### src/rtl/ds_dispatch_pkg.sv
// ds_dispatch_pkg: shared payload types for the dispatch stage.
// uop_t carries the fields dispatch needs:
//   rs_type             target reservation station (0=int, 1=intm, 2=mem)
//   rs1_phy / rs2_phy   physical source register indices
//   rs1_valid/rs2_valid source operand ready bits
// opcode and rd_phy are opaque to dispatch and are passed through untouched.
package ds_dispatch_pkg;

  localparam int unsigned PRF_IDX_W = 6;
  localparam int unsigned RS_TYPE_W = 2;

  typedef struct packed {
    logic [7:0]           opcode;
    logic [PRF_IDX_W-1:0] rd_phy;
    logic [RS_TYPE_W-1:0] rs_type;
    logic [PRF_IDX_W-1:0] rs1_phy;
    logic                 rs1_valid;
    logic [PRF_IDX_W-1:0] rs2_phy;
    logic                 rs2_valid;
  } uop_t;

endpackage

### src/rtl/ds_dispatch_if.sv
// ds_dispatch_if: bundle between the dispatch stage and its neighbours.
// Signals:
//   flush               synchronous pipeline flush
//   rn_valid/rn_uop     group offered by rename, rn_ready is the accept
//   ds_valid/ds_uop     per-RS, per-lane push plus the broadcast group
//   rs_ready            per-RS "at least ID_WIDTH free slots"
//   cdb_valid/cdb_rd_phy common data bus wakeup snoop
// Modports: slave is the dispatch stage, master is everything around it
// (rename, the reservation stations and the CDB).
interface ds_dispatch_if #(
  parameter int unsigned ID_WIDTH  = 2,
  parameter int unsigned NUM_RS    = 3,
  parameter int unsigned CDB_WIDTH = 3,
  parameter int unsigned PRF_IDX   = 6,
  parameter type         UOP_T     = ds_dispatch_pkg::uop_t
);

  logic                                 flush;
  logic [ID_WIDTH-1:0]                  rn_valid;
  UOP_T [ID_WIDTH-1:0]                  rn_uop;
  logic                                 rn_ready;
  logic [NUM_RS-1:0][ID_WIDTH-1:0]      ds_valid;
  UOP_T [ID_WIDTH-1:0]                  ds_uop;
  logic [NUM_RS-1:0]                    rs_ready;
  logic [CDB_WIDTH-1:0]                 cdb_valid;
  logic [CDB_WIDTH-1:0][PRF_IDX-1:0]    cdb_rd_phy;

  modport master (
    output flush, rn_valid, rn_uop, rs_ready, cdb_valid, cdb_rd_phy,
    input  rn_ready, ds_valid, ds_uop
  );

  modport slave (
    input  flush, rn_valid, rn_uop, rs_ready, cdb_valid, cdb_rd_phy,
    output rn_ready, ds_valid, ds_uop
  );

endinterface

### src/rtl/ds_dispatch.sv
// ds_dispatch: one-group skid between rename and the reservation stations.
// Holds a single rename group, pushes each lane to the RS named by its
// rs_type once that RS reports room, and snoops the CDB so operands woken
// while the group waits (or in the push cycle itself) arrive marked ready.
// Ports:
//   clk   clock
//   rst   asynchronous active-high reset
//   bus   ds_dispatch_if.slave (flush, rename handshake, RS push, CDB snoop)
module ds_dispatch #(
  parameter int unsigned ID_WIDTH  = 2,
  parameter int unsigned NUM_RS    = 3,
  parameter int unsigned CDB_WIDTH = 3,
  parameter int unsigned PRF_IDX   = 6,
  parameter type         UOP_T     = ds_dispatch_pkg::uop_t
) (
  input  logic            clk,
  input  logic            rst,
  ds_dispatch_if.slave    bus
);

  localparam int unsigned RS_TYPE_W = 2;

  UOP_T [ID_WIDTH-1:0]             buf_uop;
  logic [ID_WIDTH-1:0]             pend;

  logic [ID_WIDTH-1:0]             rs1_hit;
  logic [ID_WIDTH-1:0]             rs2_hit;
  logic [NUM_RS-1:0][ID_WIDTH-1:0] push;
  logic [ID_WIDTH-1:0]             dispatching;
  UOP_T [ID_WIDTH-1:0]             uop_out;
  logic                            ready;
  logic                            accept;

  // CDB tag match against every buffered source operand.
  always_comb begin : wakeup_match
    rs1_hit = '0;
    rs2_hit = '0;
    for (int w = 0; w < int'(ID_WIDTH); w++) begin
      for (int c = 0; c < int'(CDB_WIDTH); c++) begin
        if (bus.cdb_valid[c] && (bus.cdb_rd_phy[c] == PRF_IDX'(buf_uop[w].rs1_phy)))
          rs1_hit[w] = 1'b1;
        if (bus.cdb_valid[c] && (bus.cdb_rd_phy[c] == PRF_IDX'(buf_uop[w].rs2_phy)))
          rs2_hit[w] = 1'b1;
      end
    end
  end

  // Per-RS push. All pending lanes of one type share rs_ready[t], so they
  // go together or not at all; types outside 0..NUM_RS-1 never match.
  always_comb begin : push_select
    push = '0;
    for (int t = 0; t < int'(NUM_RS); t++) begin
      for (int w = 0; w < int'(ID_WIDTH); w++) begin
        if (!bus.flush && pend[w] && bus.rs_ready[t] &&
            (buf_uop[w].rs_type == RS_TYPE_W'(t)))
          push[t][w] = 1'b1;
      end
    end
  end

  // Lanes leaving the buffer this cycle, regardless of target RS.
  always_comb begin : lane_leaving
    dispatching = '0;
    for (int t = 0; t < int'(NUM_RS); t++)
      dispatching = dispatching | push[t];
  end

  // Outgoing group: buffered copy plus same-cycle wakeups.
  always_comb begin : uop_merge
    uop_out = buf_uop;
    for (int w = 0; w < int'(ID_WIDTH); w++) begin
      uop_out[w].rs1_valid = buf_uop[w].rs1_valid | rs1_hit[w];
      uop_out[w].rs2_valid = buf_uop[w].rs2_valid | rs2_hit[w];
    end
  end

  // Ready as soon as every still-pending lane leaves this cycle.
  assign ready  = !bus.flush && ((pend & ~dispatching) == '0);
  assign accept = ready && (|bus.rn_valid);

  assign bus.rn_ready = ready;
  assign bus.ds_valid = push;
  assign bus.ds_uop   = uop_out;

  // Pending mask: the only state that defines buffer occupancy.
  always_ff @(posedge clk or posedge rst) begin : pend_reg
    if (rst)
      pend <= '0;
    else if (bus.flush)
      pend <= '0;
    else if (accept)
      pend <= bus.rn_valid;
    else
      pend <= pend & ~dispatching;
  end

  // Payload is only meaningful under pend, so it carries no reset.
  // Incoming uops are loaded as-is; rename handles their same-cycle wakeup.
  always_ff @(posedge clk) begin : buf_reg
    if (accept) begin
      buf_uop <= bus.rn_uop;
    end else begin
      for (int w = 0; w < int'(ID_WIDTH); w++) begin
        if (pend[w] && rs1_hit[w])
          buf_uop[w].rs1_valid <= 1'b1;
        if (pend[w] && rs2_hit[w])
          buf_uop[w].rs2_valid <= 1'b1;
      end
    end
  end

  // A lane with an unmapped rs_type must stay parked until flush or reset.
  for (genvar w = 0; w < int'(ID_WIDTH); w++) begin : g_bad_type_chk
    a_bad_type_holds: assert property (
      @(posedge clk) disable iff (rst)
      (pend[w] && !bus.flush && (32'(buf_uop[w].rs_type) >= NUM_RS)) |=> pend[w]
    );
  end

endmodule

### src/flat_wrapper.sv
// flat-port wrapper written by rule: the top's interface ports become plain ports
module ds_dispatch_flat 
#(
  parameter int unsigned ID_WIDTH  = 2,
  parameter int unsigned NUM_RS    = 3,
  parameter int unsigned CDB_WIDTH = 3,
  parameter int unsigned PRF_IDX   = 6,
  parameter type         UOP_T     = ds_dispatch_pkg::uop_t
)
  (clk, rst, bus_flush, bus_rn_valid, bus_rn_uop, bus_rs_ready, bus_cdb_valid, bus_cdb_rd_phy, bus_rn_ready, bus_ds_valid, bus_ds_uop);
  ds_dispatch_if #(.ID_WIDTH(ID_WIDTH), .NUM_RS(NUM_RS), .CDB_WIDTH(CDB_WIDTH), .PRF_IDX(PRF_IDX), .UOP_T(UOP_T)) bus_i ();
  input  logic clk;
  input  logic rst;
  input wire logic [$bits(bus_i.flush)-1:0] bus_flush;
  input wire logic [$bits(bus_i.rn_valid)-1:0] bus_rn_valid;
  input wire logic [$bits(bus_i.rn_uop)-1:0] bus_rn_uop;
  input wire logic [$bits(bus_i.rs_ready)-1:0] bus_rs_ready;
  input wire logic [$bits(bus_i.cdb_valid)-1:0] bus_cdb_valid;
  input wire logic [$bits(bus_i.cdb_rd_phy)-1:0] bus_cdb_rd_phy;
  output wire logic [$bits(bus_i.rn_ready)-1:0] bus_rn_ready;
  output wire logic [$bits(bus_i.ds_valid)-1:0] bus_ds_valid;
  output wire logic [$bits(bus_i.ds_uop)-1:0] bus_ds_uop;
  assign bus_i.flush = bus_flush;
  assign bus_i.rn_valid = bus_rn_valid;
  assign bus_i.rn_uop = bus_rn_uop;
  assign bus_i.rs_ready = bus_rs_ready;
  assign bus_i.cdb_valid = bus_cdb_valid;
  assign bus_i.cdb_rd_phy = bus_cdb_rd_phy;
  assign bus_rn_ready = bus_i.rn_ready;
  assign bus_ds_valid = bus_i.ds_valid;
  assign bus_ds_uop = bus_i.ds_uop;
  ds_dispatch #(.ID_WIDTH(ID_WIDTH), .NUM_RS(NUM_RS), .CDB_WIDTH(CDB_WIDTH), .PRF_IDX(PRF_IDX), .UOP_T(UOP_T)) u_core (.clk(clk), .rst(rst), .bus(bus_i));
endmodule
### config.mk
export PLATFORM = sky130hd
export DESIGN_NAME = ds_dispatch_flat
export DESIGN_NICKNAME = d
export VERILOG_FILES = /design/src/rtl/ds_dispatch_pkg.sv /design/src/rtl/ds_dispatch_if.sv /design/src/rtl/ds_dispatch.sv /design/src/flat_wrapper.sv
export SDC_FILE = /design/constraint.sdc
export NUM_CORES = 1
export LEC_CHECK = 0
export ABC_AREA = 1
export BUFFER_PORTS_ARGS = -buffer_cell sky130_fd_sc_hd__buf_2
export CORE_MARGIN = 1
export CORE_UTILIZATION = 53
export DETAILED_ROUTE_END_ITERATION = 12
export GPL_ROUTABILITY_DRIVEN = 0
export HOLD_SLACK_MARGIN = 0.06
export MAX_ROUTING_LAYER = met4
export PLACE_DENSITY_LB_ADDON = 0.2
export SYNTH_ARGS = -nofsm -noshare
export SYNTH_HDL_FRONTEND = slang
export SYNTH_SLANG_ARGS = --single-unit
export TNS_END_PERCENT = 30
### constraint.sdc
create_clock -name clk -period 4.6 [get_ports clk]
set_clock_uncertainty 0.15 [all_clocks]
set_input_delay 1.15 -clock clk [delete_from_list [all_inputs] [get_ports clk]]
set_output_delay 1.15 -clock clk [all_outputs]
set_load 0.05 [all_outputs]
# Yosys cells after proc, flatten, opt, wreduce, memory -nomap -nowiden
# Index checks and enable logic that the tools add are counted.
dict set report classes {
  n_bitwise 8
  reduce_logical 41
  n_eq_ne 16
  n_mux 28
}
# cell n
set ops {}
lappend ops {{== test 6 bit} 12}
lappend ops {{logical AND 1 bit} 32}
lappend ops {{2-to-1 mux 1 bit} 26}
lappend ops {{nonzero test 2 bit} 4}
lappend ops {{zero test 2 bit} 3}
lappend ops {{== test 2 x 1 -> 1 bit (second input constant)} 2}
lappend ops {{== test 2 bit (second input constant)} 2}
lappend ops {{2-to-1 mux 2 bit} 2}
lappend ops {{bitwise OR 1 bit} 4}
lappend ops {{bitwise OR 2 bit} 2}
lappend ops {{AND 2 bit} 1}
lappend ops {{NOT 2 bit} 1}
lappend ops {{OR reduction 2 bit} 1}
lappend ops {{zero test 1 bit} 1}
dict set report word_totals {
  ff_bits 62
  wordCells 108
}

# Longest topological paths before layout
# Gate-level depths: netlist of the first run.
dict set report depth {
  ltp_word 14
  ltp_mapped 10
  ltp_nobuf 10
}

# Least setup slack after synthesis of the first run
# Ideal clock, no wire load.
dict set report synth_path {
  path_kind {input port to output port}
  start {in bus_flush}
  end {out bus_ds_valid[1]}
  t_arrival_ns 2.802
  path_stages 3
  required_time_ns 3.300
  setup_slack_ns 0.498
  cell_sequence {inv_2 > nand2_1 > nor4_1}
}
dict set report synth_between {
  elab_chain_len 5
}
# item line
set synth_rtl {}
lappend synth_rtl {{from (decl)} flat_wrapper.sv:14} ;# input wire logic [$bits(bus_i.flush)-1:0] bus_flush;
lappend synth_rtl {{zero test 1 bit} ds_dispatch.sv:54} ;# if (!bus.flush && pend[w] && bus.rs_ready[t] &&
lappend synth_rtl {{logical AND 1 bit (3 in a row)} ds_dispatch.sv:54}
lappend synth_rtl {{2-to-1 mux 1 bit} ds_dispatch.sv:54}
lappend synth_rtl {{to (decl)} flat_wrapper.sv:21} ;# output wire logic [$bits(bus_i.ds_valid)-1:0] bus_ds_valid;
# Every way passes these cells.

# Worst setup path in the final report of the first run
dict set report layout_path {
  start {in bus_cdb_rd_phy[17]}
  end {out bus_ds_uop[7]}
}
dict set report layout_between {
  elab_chain_len 4
}
# item line
set layout_rtl {}
lappend layout_rtl {{from (decl)} flat_wrapper.sv:19} ;# input wire logic [$bits(bus_i.cdb_rd_phy)-1:0] bus_cdb_rd_phy;
lappend layout_rtl {{== test 6 bit} ds_dispatch.sv:40} ;# if (bus.cdb_valid[c] && (bus.cdb_rd_phy[c] == PRF_IDX'(buf_uop[w].rs1_phy)))
lappend layout_rtl {{logical AND 1 bit} ds_dispatch.sv:40}
lappend layout_rtl {{2-to-1 mux 1 bit} ds_dispatch.sv:40}
lappend layout_rtl {{bitwise OR 1 bit} ds_dispatch.sv:72} ;# uop_out[w].rs1_valid = buf_uop[w].rs1_valid | rs1_hit[w];
lappend layout_rtl {{to (decl)} flat_wrapper.sv:22} ;# output wire logic [$bits(bus_i.ds_uop)-1:0] bus_ds_uop;
# Every way passes these cells.

==> impl_metrics.csv, run 1 <==
group,metric,value,unit
cts,htreeDepth,3,
timing,finalHoldViolCount,0,
global_route,grt_overflow,0,
die,die_x,86.4,um
setup_path,crit_required,3.30,ns
global_route,antenna_found_initial,0,
die,core_area,6830,um^2
logic_synthesis,synth_compound_area_share,3.45,%
cts,clock-sinks,62,
cts,postCtsSetupRepairBufs,0,
setup_path,crit_family,"buffers and inverters",
power_and_ir_drop,p_leak,2.35,nW
routing,avgRoutedWirePerCell,13.9,um
outcome,status,"complete, no violations",
global_route,grt_pass1_vias,3122,
setup_path,path_buf_inv,3,
cells_and_area,num_antenna_cells,0,
logic_synthesis,synth_xor_area_share,2.78,%
routing,post_drt_via_cell_ratio,4.96,
flow_run,max-cap-violations,0,
die,ioPinCount,156,
cts,insertion_delay,0.33,ns
setup_path,crit_arrival,2.22,ns
setup_path,rrSetupSlack,2.31,ns
logic_synthesis,synthCells,463,
routing,antenna_left,0,
setup_path,worstPathMaxFanout,6,
setup_path,max_stage_delay,0.27,ns
timing,tightest_slew,0.468,ns
logic_synthesis,synth_top_family_by_area,"simple AND/OR/NAND/NOR gates",
cells_and_area,final_layout_size_suffix_gt1_share,31.8,%
global_route,grt_max_degree,25,
global_route,grt_first_pass_wirelength,14100,um
cells_and_area,final_cell_area,4470,um^2
setup_path,reg2reg_depth,7,
timing,fin_setup_tns,0,ns
setup_path,path_class,"input port to output port",
logic_synthesis,synth_fa_ha_area_share,0,%
cts,cts-buffers-inserted,9,
timing,max_freq,284,MHz
placement,hpwl,7420,um
logic_synthesis,synth_cell_types,27,
timing,period_minus_slack,3.52,ns
min_path,hold_class,"input port to async pin",
timing,whs,0.505,ns
power_and_ir_drop,p_total,1.52,mW
die,die_area,7460,um^2
logic_synthesis,yosys_register_bits,62,
die,die_y,86.4,um
timing,finalMaxSlewViolations,0,
cts,cts_hold_buffers,0,
logic_synthesis,mappedNetlistArea,3770,um^2
setup_path,reg2reg_from,"u_core.pend[1]$_DFF_PP0_",
timing,setup_viol,0,
timing,relSlewSlack,68.7,%
logic_synthesis,avgSynthCellArea,8.15,um^2
routing,drtIter0Drc,255,
setup_path,r2r-end,"u_core.bus.ds_uop[31]$_DFFE_PP_",
cells_and_area,largest_register_ffs,56,
global_route,grtUsageTotal,26.4,%
logic_synthesis,syn-num-nets,552,
setup_path,end_kind,"output port",
cells_and_area,layout.nets,662,
cts,root_buffer,"clkbuf_8",
cells_and_area,final_common_cell,"buf_2",
logic_synthesis,yosys.area_share.simple,26.0,%
power_and_ir_drop,power_density,340,nW/um^2
cells_and_area,area_growth,18.4,%
placement,place_area,4260,um^2
routing,drc_errors,0,
setup_path,startpoint_type,"input port",
logic_synthesis,synthMuxAreaShare,0,%
power_and_ir_drop,vdd_drop_max,0.000261,V
routing,drt-total-wl,9370,um
routing,via_count,3340,
setup_path,crit_path_frequent_cell,"buf_2",
routing,dr.pass1.iters,5,
cts,max-clock-path-buffers,2,
cts,cts_tree,"built",
timing,period_share,76.6,%
die,rows,30,
logic_synthesis,yosysWarnings,0,
placement,io_buffers,155,
cells_and_area,most-common-layout-cells,"155 x buf_2, 154 x nand2_1, 71 x inv_1, 60 x edfxtp_1, 35 x nor2_1",
die,start_util,55.3,%
timing,rsz0062_at_grt,"false",
cts,ctsResizeCount,0,
cts,clkTransAtPathRegs,0.07,ns
setup_path,slowest_stage,"buf_2",
logic_synthesis,ys_seq_area_share,49.1,%
setup_path,crit_chain,"buf_2 > inv_1 > o21ai_0 > nor2_1 > nand3_1 > nand4_1 > buf_2",
cell families after synthesis:
kind of cell           Yosys count
flip-flops                      62
XOR/XNOR                        12
AO/OA/AOI/OAI                   24
buffers and inverters          132
AND/OR/NAND/NOR                233
worst max path at each step:
| stage | end | slack (ns) | from | cells past startpoint |
|---|---|---|---|---|
| after detailed placement | bus_rn_ready | 1.10 | bus_flush | 9 |
| after global placement | bus_ds_uop[37] | 1.13 | bus_cdb_rd_phy[11] | 8 |
| final | bus_ds_uop[7] | 1.08 | bus_cdb_rd_phy[17] | 7 |
| after global routing | bus_rn_ready | 0.96 | bus_flush | 9 |
| after CTS | bus_rn_ready | 1.09 | bus_flush | 9 |
| after floorplan | bus_ds_valid[1] | 0.50 | bus_flush | 3 |
power breakdown:
group | switching (mW) | leakage (nW) | internal [mW] | total (mW)
Sequential | 0.0266 | 0.580 | 0.662 | 0.689
Combinational | 0.234 | 1.66 | 0.0895 | 0.324
Clock | 0.206 | 0.106 | 0.304 | 0.510
layout make-up:
type	instances	area [um^2]
clock buffers	10	128
clock inverters	6	86.3
fillers	642	2360
inverters	74	278
multi-input cells	269	1210
flip-flops and latches	62	1850
well taps	96	120
repair buffers	157	791
per-stage QoR:
step / util [%] / setup slack [ns] / std cells
after global routing: 65.4 / 0.963 / 674
after CTS: 65.4 / 1.09 / 674
after floorplan: - / 0.498 / 463
final: 65.4 / 1.08 / 674
after detailed placement: 62.3 / 1.10 / 658
after global placement: 62.3 / 1.13 / 658
synth_stat cells:
| master | instances | area [um^2] |
|---|---|---|
| a21boi_0 | 1 | 7.51 |
| a21oi_1 | 5 | 25.0 |
| buf_2 | 2 | 10.0 |
| buf_4 | 56 | 420 |
| dfrtp_1 | 2 | 50.1 |
| edfxtp_1 | 60 | 1800 |
| inv_1 | 72 | 270 |
| inv_2 | 2 | 7.51 |
| nand2_1 | 154 | 578 |
| nand2_2 | 2 | 12.5 |
| nand2_4 | 1 | 11.3 |
| nand3_1 | 22 | 110 |
| nand3_2 | 2 | 20.0 |
| nand4_1 | 7 | 43.8 |
| nand4_2 | 1 | 12.5 |
| nor2_1 | 35 | 131 |
| nor2_2 | 1 | 6.26 |
| nor3_1 | 5 | 25.0 |
| nor3_4 | 1 | 16.3 |
| nor4_1 | 2 | 12.5 |
| o211ai_1 | 1 | 7.51 |
| o21ai_0 | 14 | 70.1 |
| o21ai_1 | 1 | 5.00 |
| o21ai_2 | 1 | 8.76 |
| o22ai_1 | 1 | 6.26 |
| xnor2_1 | 4 | 35.0 |
| xor2_1 | 8 | 70.1 |
per-layer routing:
| metal | wire length, um | vias to the layer above | track usage (%) |
|---|---|---|---|
| met2 | 4430 | 195 | 41.7 |
| met5 | 0 | - | - |
| met1 | 3830 | 1504 | 31.2 |
| met4 | 225 | 0 | 10.6 |
| li1 | - | 1622 | - |
| met3 | 881 | 19 | 8.76 |
Power figures use the tool's default switching activity.
==> run 2, diff against run 1 <==
--- a/config.mk
+++ b/config.mk
@@ -5,10 +5,10 @@
 export SDC_FILE = /design/constraint.sdc
 export NUM_CORES = 1
 export LEC_CHECK = 0
-export ABC_AREA = 1
+export ABC_AREA = 0
 export BUFFER_PORTS_ARGS = -buffer_cell sky130_fd_sc_hd__buf_2
 export CORE_MARGIN = 1
-export CORE_UTILIZATION = 53
+export CORE_UTILIZATION = 43
 export DETAILED_ROUTE_END_ITERATION = 12
 export GPL_ROUTABILITY_DRIVEN = 0
 export HOLD_SLACK_MARGIN = 0.06
==> constraint.sdc (replaced) <==
create_clock -name clk -period 2.9 [get_ports clk]
set_clock_uncertainty 0.15 [all_clocks]
set_input_delay 0.725 -clock clk [delete_from_list [all_inputs] [get_ports clk]]
set_output_delay 0.725 -clock clk [all_outputs]
set_load 0.05 [all_outputs]
==> impl_metrics.csv, run 2 <==
group,metric,value,unit
setup_path,path_class,"input port to output port",
logic_synthesis,synth_area_leaders,"edfxtp_1 52%, xnor2_1 18%, buf_4 12%",
routing,via_count,2274,
die,die_area,8350,um^2
cts,root_buffer,"clkbuf_8",
logic_synthesis,synthCells,282,
cells_and_area,postLayoutCoreUtil,54.0,%
cells_and_area,area_growth,21.3,%
global_route,antenna_found_initial,0,
logic_synthesis,synthMuxAreaShare,0.655,%
global_route,grt_first_pass_wirelength,11600,um
logic_synthesis,synth_cell_types,29,
timing,finalHoldViolCount,0,
cells_and_area,num_antenna_cells,0,
logic_synthesis,yosys.area_share.simple,9.10,%
cts,clock-sinks,62,
cells_and_area,final_cell_area,4170,um^2
setup_path,worstPathMaxFanout,4,
logic_synthesis,synth_common_cells,"69 x xnor2_1, 60 x edfxtp_1, 56 x buf_4, 15 x clkbuf_1, 12 x nand3_1",
power_and_ir_drop,p_total,2.63,mW
logic_synthesis,avgSynthCellArea,12.2,um^2
setup_path,reg2reg_from,"u_core.bus.ds_uop[14]$_DFFE_PP_",
logic_synthesis,synth_xor_area_share,18.4,%
logic_synthesis,synth_compound_area_share,3.35,%
placement,io_buffers,155,
die,core_area,7730,um^2
cts,max-clock-path-buffers,2,
timing,tightest_slew,0.320,ns
timing,relSlewSlack,78.7,%
global_route,grt_pass1_vias,2324,
placement,pre_cts_slack,0.187,ns
routing,drt-total-wl,7600,um
cells_and_area,largest_register_ffs,56,
logic_synthesis,ys.flop_type,"edfxtp_1",
global_route,grtUsageTotal,19.2,%
logic_synthesis,yosys.area.top_type_share,52.4,%
timing,setup_viol,0,
min_path,hold_class,"input port to async pin",
routing,drc_errors,0,
timing,period_share,93.6,%
timing,fin_ws,0.185,ns
setup_path,max_stage_delay,0.29,ns
timing,finalMaxSlewViolations,0,
setup_path,end_kind,"output port",
routing,dr.pass1.iters,4,
setup_path,crit_arrival,1.84,ns
cells_and_area,fin_cells,486,
setup_path,crit_required,2.03,ns
cts,insertion_delay,0.34,ns
logic_synthesis,async_reset_ff_share,3.23,%
cts,cts_tree,"built",
global_route,grt_overflow,0,
die,die_x,91.4,um
power_and_ir_drop,vdd_drop_max,0.000420,V
cts,cts_hold_buffers,0,
logic_synthesis,synth_largest_area_cell,"edfxtp_1",
placement,place_area,3890,um^2
setup_path,crit_path_frequent_cell,"buf_2",
die,ioPinCount,156,
placement,dp.cells,470,
timing,fin_setup_tns,0,ns
logic_synthesis,ys_seq_area_share,53.9,%
flow_run,max-cap-violations,0,
cells_and_area,most-common-layout-cells,"155 x buf_2, 69 x xnor2_1, 60 x edfxtp_1, 12 x nand3_1, 11 x nand4_1",
die,die_y,91.4,um
logic_synthesis,synth_fa_ha_area_share,0,%
die,rows,32,
timing,rsz0062_at_grt,"false",
routing,drtIter0Drc,130,
routing,post_drt_via_cell_ratio,4.68,
setup_path,crit_chain,"buf_2 > xnor2_1 > nand3_1 > o22a_1 > o211ai_1 > buf_2",
cts,htreeDepth,3,
setup_path,path_buf_inv,2,
setup_path,startpoint_type,"input port",
power_and_ir_drop,power_density,631,nW/um^2
timing,max_freq,368,MHz
cells_and_area,final_common_cell,"buf_2",
global_route,grt_max_degree,33,
die,start_util,44.5,%
power_and_ir_drop,p_leak,1.66,nW
cells_and_area,layout.nets,468,
logic_synthesis,syn-num-nets,371,
timing,whs,0.0865,ns
logic_synthesis,yosysMostFrequentCell,"xnor2_1",
logic_synthesis,yosysWarnings,0,
cts,clkTransAtPathRegs,0.07,ns
setup_path,crit_path_start,"bus_cdb_rd_phy[17]",
setup_path,slowest_stage,"buf_2",
logic_synthesis,synth-edff-count,60,
outcome,status,"complete, no violations",
placement,hpwl,5950,um
logic_synthesis,synth_top_family_by_area,"XOR/XNOR gates",
logic_synthesis,yosys_register_bits,62,
logic_synthesis,mappedNetlistArea,3440,um^2
timing,period_minus_slack,2.71,ns
routing,avgRoutedWirePerCell,15.6,um
cts,cts-buffers-inserted,9,
setup_path,crit_family,"buffers and inverters",
cells_and_area,final_layout_size_suffix_gt1_share,46.9,%
routing,antenna_left,0,
[run 2: cell count changes after synthesis, moves of 5 or more]
cell      previous run  this run
nand2_1            154         6
inv_1               72         6
xnor2_1              4        69
nor2_1              35         5
clkbuf_1             0        15
o21ai_0             14         0
nand3_1             22        12
o211ai_1             1         7
xor2_1               8         3
[run 2: cell families (layout without fill, tap and decap cells)]
group           count (synthesis)  after routing
flops                          62             62
buf+inv                        78            180
simple gates                   53             53
compound gates                 15             15
xor+xnor                       72             72
mux                             2              2
[run 2: repair_timing]
| action | CTS | global route |
|---|---|---|
| resized for setup | 0 | 1 |
| setup endpoints to repair | 0 | 1 |
| buffers inserted | 0 | 0 |
| endpoints found under the hold margin | 0 | 0 |
[run 2: final timing paths]
kind / end / slack, ns / cells past startpoint
max: bus_ds_uop[30] / 0.19 / 6
min: u_core.pend[1]$_DFF_PP0_ / 0.09 / 2
max reg2reg: u_core.bus.ds_uop[16]$_DFFE_PP_ / 0.81 / 5
min reg2reg: u_core.buf_uop[0]$_SDFFCE_PN1P_ / 0.55 / 2
max in group asynchronous: u_core.pend[0]$_DFF_PP0_ / 2.40 / 2
min in group clk: u_core.bus.ds_uop[41]$_DFFE_PP_ / 0.40 / 1
[run 2: routing by layer]
layer / part of all wire [%] / GRT usage [%]
met1: 42 / 23.7
met2: 49 / 30.0
met3: 7.3 / 4.52
met4: 1.3 / 8.20
met5: 0 / -
[run 2: report_power, final]
| part | switching (mW) | leakage, nW | internal (mW) |
|---|---|---|---|
| combinational | 0.334 | 0.949 | 0.170 |
| sequential | 0.0439 | 0.582 | 1.05 |
| clock | 0.369 | 0.130 | 0.662 |
[run 2: layout make-up]
| cell class | count | area, um^2 |
|---|---|---|
| clock inverters | 7 | 145 |
| repair buffers | 157 | 803 |
| multi-input cells | 142 | 1090 |
| inverters | 7 | 26.3 |
| flip-flops and latches | 62 | 1850 |
| clock buffers | 9 | 124 |
| fillers | 697 | 3560 |
| well taps | 102 | 128 |
[run 2: worst register-to-register path, stage by stage (launching register included)]
cell	delay (ns)
edfxtp_1	0.46
and4bb_1	0.32
a211o_1	0.18
nand3_2	0.20
inv_2	0.13
buf_4	0.31
==> run 3, diff against run 2 <==
--- a/config.mk
+++ b/config.mk
@@ -7,7 +7,7 @@
 export LEC_CHECK = 0
 export ABC_AREA = 0
 export BUFFER_PORTS_ARGS = -buffer_cell sky130_fd_sc_hd__buf_2
-export CORE_MARGIN = 1
+export CORE_MARGIN = 2
 export CORE_UTILIZATION = 43
 export DETAILED_ROUTE_END_ITERATION = 12
 export GPL_ROUTABILITY_DRIVEN = 0
==> impl_metrics.csv, run 3 (synthesis gave the netlist of run 2 again) <==
group,metric,value,unit
outcome,status,"complete, no violations",
timing,whs,0.404,ns
routing,drtIter0Drc,97,
setup_path,worstPathMaxFanout,4,
cts,htreeDepth,3,
setup_path,path_class,"flop to output port",
die,core_area,7730,um^2
cts,clock-sinks,62,
global_route,grt_pass1_vias,2341,
setup_path,slowest_stage,"edfxtp_1",
die,die_x,93.4,um
global_route,met1_usage,23.0,%
routing,dr.pass1.iters,5,
timing,tightest_slew,0.306,ns
routing,antenna_left,0,
timing,rsz0062_at_grt,"false",
setup_path,crit_required,2.03,ns
setup_path,crit_chain,"xnor2_1 > nand4_1 > o22a_1 > o211ai_1 > buf_2",
power_and_ir_drop,vdd_drop_max,0.000431,V
routing,post_drt_via_cell_ratio,4.80,
routing,drt-total-wl,7660,um
global_route,grt_overflow,0,
setup_path,end_kind,"output port",
setup_path,crit_arrival,1.83,ns
placement,hpwl,6020,um
die,die_area,8720,um^2
cts,postCtsSetupRepairBufs,0,
cells_and_area,area_growth,20.0,%
min_path,hold_class,"input port to flop",
routing,via_count,2332,
flow_run,max-cap-violations,0,
cells_and_area,most-common-layout-cells,"155 x buf_2, 69 x xnor2_1, 60 x edfxtp_1, 12 x nand3_1, 11 x nand4_1",
die,start_util,44.5,%
cells_and_area,final_layout_size_suffix_gt1_share,46.4,%
placement,io_buffers,155,
cells_and_area,regArea,1850,um^2
die,die_y,93.4,um
timing,relSlewSlack,79.6,%
cts,clkTransAtPathRegs,0.07,ns
cts,cts_tree,"built",
setup_path,max_stage_delay,0.50,ns
setup_path,startpoint_type,"flop",
cells_and_area,num_antenna_cells,0,
timing,period_minus_slack,2.71,ns
cells_and_area,fill_cells,693,
die,rows,32,
die,ioPinCount,156,
global_route,antenna_found_initial,0,
cells_and_area,multiInputGateArea,1090,um^2
global_route,grtUsageTotal,18.4,%
cts,max-clock-path-buffers,2,
cts,cts-buffers-inserted,9,
power_and_ir_drop,power_density,593,nW/um^2
timing,max_freq,369,MHz
cts,root_buffer,"clkbuf_8",
timing,fin_setup_tns,0,ns
timing,period_share,93.3,%
global_route,grt-busiest-layer,"met2",
setup_path,rrSetupSlack,0.86,ns
routing,drc_errors,0,
timing,finalHoldViolCount,0,
global_route,grt_first_pass_wirelength,11600,um
global_route,gr-usage-met3,4.51,%
cts,insertion_delay,0.34,ns
routing,avgRoutedWirePerCell,15.8,um
global_route,grt_max_degree,57,
cells_and_area,final_common_cell,"buf_2",
timing,finalMaxSlewViolations,0,
global_route,grtUsageMet2,28.8,%
cells_and_area,layout.nets,468,
timing,setup_viol,0,
power_and_ir_drop,p_total,2.44,mW
cells_and_area,largest_register_ffs,56,
power_and_ir_drop,p_leak,1.64,nW
[run 3: metrics by stage]
stage / setup slack (ns) / instances / instance area, um^2 / util (%)
floorplan: 0.0471 / 282 / 3440 / -
global placement: 0.197 / 469 / 3890 / 50.3
detailed placement: 0.142 / 469 / 3890 / 50.3
CTS: 0.140 / 486 / 4120 / 53.3
global route: 0.0732 / 486 / 4120 / 53.4
finish: 0.193 / 486 / 4120 / 53.4
[run 3: critical path, delay by kind of cell (launching register included)]
family	cells	cell delay, ns
DFF	1	0.50
AOI/OAI and AO/OA	2	0.34
buffers and inverters	1	0.31
xor gates and xnor gates	1	0.24
and+or+nand+nor	1	0.11
[run 3: layer usage]
layer  part of all wire, %  wire (um)
met1                    42       3240
met2                    48       3650
met3                   8.4        641
met4                   1.6        125
met5                     0          0
[run 3: path summary, 6_finish.rpt]
kind	startpoint	end	cells past startpoint
hold reg to reg	u_core.pend[0]$_DFF_PP0_	u_core.buf_uop[0]$_SDFFCE_PN1P_	2
setup / recovery	u_core.bus.ds_uop[11]$_DFFE_PP_	bus_ds_uop[7]	5
min in group asynchronous	rst	u_core.pend[0]$_DFF_PP0_	3
setup reg to reg	u_core.bus.ds_uop[14]$_DFFE_PP_	u_core.bus.ds_uop[34]$_DFFE_PP_	5
max in group asynchronous	rst	u_core.pend[1]$_DFF_PP0_	3
hold / removal	bus_rn_uop[1]	u_core.bus.ds_uop[1]$_DFFE_PP_	1
[run 3: report_power, final]
group | total, mW | internal (mW) | switching [mW]
Clock | 0.845 | 0.486 | 0.359
Sequential | 1.10 | 1.05 | 0.0441
Combinational | 0.503 | 0.170 | 0.333
Total | 2.44 | 1.71 | 0.736
[run 3: layout make-up]
type / count / share of cell area, %
sequential: 62 / 44.9
multi-input combinational: 142 / 26.5
timing repair buffer: 157 / 19.5
tap: 102 / 3.09
clock buffer: 9 / 3.00
clock inverter: 7 / 2.37
inverter: 7 / 0.637
[run 3: timing repair]
| item | 4_1_cts | 5_1_grt |
|---|---|---|
| hold buffers | 1 | 0 |
| endpoints found under the setup margin | 0 | 1 |
| resized for setup | 0 | 1 |
| endpoints found under the hold margin | 2 | 0 |
